**config.mk**
```make
export PLATFORM = sky130hd
export DESIGN_NAME = mem_access_ctrl
export DESIGN_NICKNAME = d
export VERILOG_FILES = /design/src/rtl/mem_access_ctrl.sv
export SDC_FILE = /design/constraint.sdc
export NUM_CORES = 1
export LEC_CHECK = 0
export CAP_MARGIN = 5
export CORE_UTILIZATION = 40
export CTS_CLUSTER_DIAMETER = 40
export DETAILED_ROUTE_END_ITERATION = 16
export PLACE_DENSITY = 0.85
export RECOVER_POWER = 50
export SETUP_SLACK_MARGIN = 0.1
export SLEW_MARGIN = 30
export SYNTH_ARGS = -nofsm -noshare
export SYNTH_HDL_FRONTEND = slang
export SYNTH_SLANG_ARGS = --single-unit
```
**constraint.sdc**
```tcl
create_clock -name clk -period 1.7 [get_ports clk]
set_input_delay 0.34 -clock clk [delete_from_list [all_inputs] [get_ports clk]]
set_output_delay 0.34 -clock clk [all_outputs]
set_load 0.01 [all_outputs]
```
**src/rtl/mem_access_ctrl.sv**
```systemverilog
// Memory-stage controller: issues one load/store to a stalling data memory through an
// enable/stall/done handshake, holds the core busy until retirement, flags a sticky error.
module mem_access_ctrl #(
    parameter int unsigned TIMEOUT = 15
) (
    input  logic        clk,
    input  logic        rst,
    input  logic [15:0] ex_out,
    input  logic [15:0] st_data,
    input  logic        mem_rd,
    input  logic        mem_wr,
    input  logic        halt,
    output logic [15:0] mem_addr,
    output logic [15:0] mem_wdata,
    output logic        mem_rd_en,
    output logic        mem_wr_en,
    input  logic [15:0] mem_rdata,
    input  logic        mem_stall,
    input  logic        mem_done,
    output logic [15:0] wb_data,
    output logic        mem_busy,
    output logic        mem_valid,
    output logic        err
);

    typedef enum logic [2:0] {
        S_IDLE = 3'd0,
        S_REQ  = 3'd1,
        S_WAIT = 3'd2,
        S_DONE = 3'd3,
        S_ERR  = 3'd4
    } state_t;

    state_t      state_q, state_d;
    logic [3:0]  cnt_q, cnt_d;
    logic        op_wr_q, op_wr_d;
    logic [15:0] addr_q, addr_d;
    logic [15:0] wdata_q, wdata_d;
    logic [15:0] wb_q, wb_d;
    logic        rd_en_q, rd_en_d;
    logic        wr_en_q, wr_en_d;
    logic        valid_q, valid_d;
    logic        err_q, err_d;

    logic        req;
    logic        bad_req;
    logic        timeout_hit;

    // Halt masks the whole request, including the malformed-request check.
    assign req         = (mem_rd | mem_wr) & ~halt;
    assign bad_req     = req & ((mem_rd & mem_wr) | ex_out[0]);
    assign timeout_hit = (cnt_q == 4'(TIMEOUT - 1));

    always_ff @(posedge clk or posedge rst) begin
        if (rst) begin
            state_q <= S_IDLE;
            cnt_q   <= 4'd0;
            op_wr_q <= 1'b0;
            addr_q  <= 16'd0;
            wdata_q <= 16'd0;
            wb_q    <= 16'd0;
            rd_en_q <= 1'b0;
            wr_en_q <= 1'b0;
            valid_q <= 1'b0;
            err_q   <= 1'b0;
        end else begin
            state_q <= state_d;
            cnt_q   <= cnt_d;
            op_wr_q <= op_wr_d;
            addr_q  <= addr_d;
            wdata_q <= wdata_d;
            wb_q    <= wb_d;
            rd_en_q <= rd_en_d;
            wr_en_q <= wr_en_d;
            valid_q <= valid_d;
            err_q   <= err_d;
        end
    end

    always_comb begin
        state_d = state_q;
        case (state_q)
            S_IDLE: begin
                if (bad_req) begin
                    state_d = S_ERR;
                end else if (req) begin
                    state_d = S_REQ;
                end
            end
            S_REQ: begin
                if (!mem_stall) begin
                    state_d = S_WAIT;
                end
            end
            S_WAIT: begin
                // A done arriving on the final allowed cycle still retires the access.
                if (mem_done) begin
                    state_d = S_DONE;
                end else if (timeout_hit) begin
                    state_d = S_ERR;
                end
            end
            S_DONE:  state_d = S_IDLE;
            S_ERR:   state_d = S_ERR;
            default: state_d = S_IDLE;
        endcase
    end

    always_comb begin
        mem_busy = 1'b0;
        wb_data  = wb_q;
        cnt_d    = cnt_q;
        op_wr_d  = op_wr_q;
        addr_d   = addr_q;
        wdata_d  = wdata_q;
        wb_d     = wb_q;
        case (state_q)
            S_IDLE: begin
                wb_data  = ex_out;
                mem_busy = req;
                if (req && !bad_req) begin
                    addr_d  = ex_out;
                    wdata_d = st_data;
                    op_wr_d = mem_wr;
                end
            end
            S_REQ: begin
                mem_busy = 1'b1;
                cnt_d    = 4'd0;
            end
            S_WAIT: begin
                mem_busy = 1'b1;
                cnt_d    = cnt_q + 4'd1;
                if (mem_done) begin
                    wb_d = op_wr_q ? wdata_q : mem_rdata;
                end
            end
            S_DONE:  mem_busy = 1'b0;
            S_ERR:   mem_busy = 1'b1;
            default: mem_busy = 1'b0;
        endcase

        // Strobes, valid and err are registered from the next state so they line up with it.
        rd_en_d = (state_d == S_REQ) & ~op_wr_d;
        wr_en_d = (state_d == S_REQ) & op_wr_d;
        valid_d = (state_d == S_DONE);
        err_d   = (state_d == S_ERR);
    end

    assign mem_addr  = addr_q;
    assign mem_wdata = wdata_q;
    assign mem_rd_en = rd_en_q;
    assign mem_wr_en = wr_en_q;
    assign mem_valid = valid_q;
    assign err       = err_q;

endmodule

```
==> flow_summary.json <==
{
  "status": "finished, violations left",
  "violations": "setup timing",
  "antenna_found_initial": 0,
  "fin_cells": 478,
  "fp-row-count": 31,
  "pin_count": 108,
  "synth_edf_count": 0,
  "htreeDepth": 3,
  "min_path_type": "flip-flop to flip-flop",
  "drc_errors": 0,
  "startpoint_type": "flip-flop",
  "diodes": 0,
  "clkPwrFrac": 0.151,
  "tritoncts": "built",
  "layout-drive-gt1-share": 0.4116,
  "busiest_layer": "met2",
  "netlist_area_um2": 2974,
  "ir_worst_vdd_mv": 0.9767,
  "io_buffer_count": 107,
  "required_ns": 1.36,
  "whs_path_depth": 1,
  "r2r_slack_ns": -0.28,
  "layout_common_cells": "dfrtp_1, clkdlybuf4s50_1, mux2_4",
  "syn_area_per_cell_um2": 13.40,
  "yosysTopAreaCellShare": 0.5048,
  "crit_type": "flip-flop to output port",
  "final.setup_skew_ns": 0.009282,
  "maxCapViolations": 0,
  "cp_max_fo": 7,
  "worstSkewPairLatency_ns": 0.34,
  "clk_pin_slew_ns": 0.07,
  "grt_pass1_wl_um": 12140,
  "intPower_mw": 6.364,
  "via_count": 2371,
  "cp-end-kind": "output port",
  "place.gp.congestion": 0.7649,
  "layout_commonest_cell": "dfrtp_1",
  "finalHoldViolations": 0,
  "floorplan.core_area_um2": 7214,
  "dp.final_hpwl_um": 4972,
  "fmax_ghz": 0.4776,
  "die_y_um": 88.23,
  "first_iter_violations": 106,
  "p_sw_mw": 3.249,
  "vias_per_cell": 4.960,
  "cts-buffers-inserted": 9,
  "first_global_vias": 2413,
  "synthToLayoutAreaGrowth_pct": 69.84,
  "gr-usage-met3": 0.05317,
  "post-route-cell-area_um2": 5051,
  "cts-root-buf": "clkbuf_8",
  "p_seq_frac": 0.270,
  "syn_inst": 222,
  "worst_slack_ns": -0.3936,
  "detail-route-antenna-nets": 0,
  "period_needed_ns": 2.094,
  "setup_viol": 52,
  "wire_per_inst_um": 17.27,
  "nets": 431,
  "grt_util_all_layers": 0.2108,
  "p_per_area_nw_per_um2": 1903,
  "fillers": 511,
  "clk_path_buf_depth": 2,
  "cts_sinks": 60,
  "finalCritPeriodShare": 1.232,
  "drtPass1Iterations": 5,
  "ys_ff_latch": 60,
  "rsz0062_at_grt": "yes",
  "ys.flop_type": "dfrtp_1",
  "initial_utilization": 0.4122,
  "grtUsageMet2": 0.3650,
  "p_leak_nw": 2.434,
  "ys_async_sr_fraction": 1.000,
  "die_x_um": 88.23,
  "max_slew_margin": 0.4486,
  "dp.cells": 433,
  "ff2ff_path_depth": 9,
  "ys_warn_count": 0,
  "dieArea_um2": 7784,
  "grt_overflow": 0,
  "maxSlewViolCount": 0,
  "seq_area_frac_synth": 0.5048,
  "critPathArrivalTime_ns": 1.75,
  "syn_nets": 279,
  "use_met1": 0.2563,
  "synthDistinctLibCells": 35,
  "synth_top_area_cell": "dfrtp_1",
  "synth_area_leaders": "dfrtp_1, mux2_4, mux2i_1",
  "grt_max_degree": 61,
  "wirelength_um": 8257,
  "worstMarginPinSlew_ns": 0.8271,
  "placed_area_um2": 4259,
  "swShare": 0.3380,
  "pwr-share-comb": 0.579
}
[cells in the mapped netlist, types with 2 or more instances]
cell type	count
mux2_2	10
buf_2	6
o22ai_1	2
a22oi_1	2
nor2b_1	3
nor2_1	18
a21oi_1	20
clkbuf_1	2
mux2i_1	17
inv_1	6
dfrtp_1	60
buf_12	4
mux2_4	38
ha_1	2
o21ai_0	6
nand2_1	3
buf_6	4
o211ai_1	2
[power groups by stage]
stage | clock network [mW] | logic, mW | registers (mW)
finish | 1.45 | 5.56 | 2.60
global route | 1.55 | 5.95 | 2.67
CTS | 1.49 | 5.36 | 2.58
detailed placement | 0 | 4.72 | 2.60
global placement | 0 | 4.59 | 2.57
floorplan | 0 | 2.55 | 2.68
[final timing paths]
kind,from,end
max,state_q[1]$_DFF_PP0_,wb_data[14]
min,mem_addr[0]$_DFFE_PP0P_,mem_addr[0]$_DFFE_PP0P_
max reg2reg,state_q[1]$_DFF_PP0_,op_wr_q$_DFF_PP0_
min reg2reg,mem_addr[0]$_DFFE_PP0P_,mem_addr[0]$_DFFE_PP0P_
max in group asynchronous,rst,state_q[0]$_DFF_PP0_
min in group asynchronous,rst,mem_addr[4]$_DFFE_PP0P_
[metrics by stage]
| stage | TNS (ns) | hold WS (ns) | setup slack [ns] | power, mW | util |
|---|---|---|---|---|---|
| after CTS | -16.12 | 0.4382 | -0.4149 | 9.420 | 0.6639 |
| final | -15.03 | 0.5071 | -0.3936 | 9.612 | 0.7001 |
| after global placement | -16.29 | 0.4821 | -0.3708 | 7.165 | 0.5904 |
| after detailed placement | -17.12 | 0.4948 | -0.3856 | 7.316 | 0.5904 |
| after global routing | -18.48 | 0.5275 | -0.4280 | 10.18 | 0.7001 |
| after floorplan | -0.8251 | 0.4459 | -0.08251 | 5.232 | - |
[layer usage]
metal	wire [um]	part of all wire
met1	3403	0.41
met2	4389	0.53
met3	376	0.046
met4	87	0.011
met5	0	0
[timing repair]
item	4_1_cts	5_1_grt
endpoints found under the setup margin	68	85
hold buffers	0	0
cloned	4	3
resized for setup	122	42
pin swaps	5	5
buffers inserted	16	6
[area by class of cell]
class | instances | area, um2 | area share
timing repair buffer | 157 | 1774 | 0.3513
sequential | 60 | 1501 | 0.2973
multi-input combinational | 140 | 1403 | 0.2777
clock buffer | 9 | 123.9 | 0.02452
tap | 99 | 123.9 | 0.02452
clock inverter | 7 | 98.84 | 0.01957
inverter | 6 | 26.28 | 0.005202
[cell families (layout without fill, tap and decap cells)]
group / after synthesis / in the layout / synth area share
flip-flops: 60 / 60 / 0.5048
adder cells (fa/ha/maj): 2 / 2 / 0.008413
AO/OA/AOI/OAI: 38 / 38 / 0.07573
multiplexers: 65 / 65 / 0.2869
buffers and inverters: 22 / 179 / 0.06226
AND/OR/NAND/NOR: 35 / 35 / 0.06184
[registers in the layout (all words and copies together), names as in the netlist]
name	count
cnt_q	4
err	1
mem_addr	16
mem_rd_en	1
mem_valid	1
mem_wdata	16
mem_wr_en	1
op_wr_q	1
state_q	3
wb_q	16
[critical path, cell delays in order, from the launching register on]
cell and delay, ns:
dfrtp_1 0.37, or3_4 0.44, buf_12 0.17, mux2_4 0.31
buf_6 0.12
(Power assumes the default switching activity.)
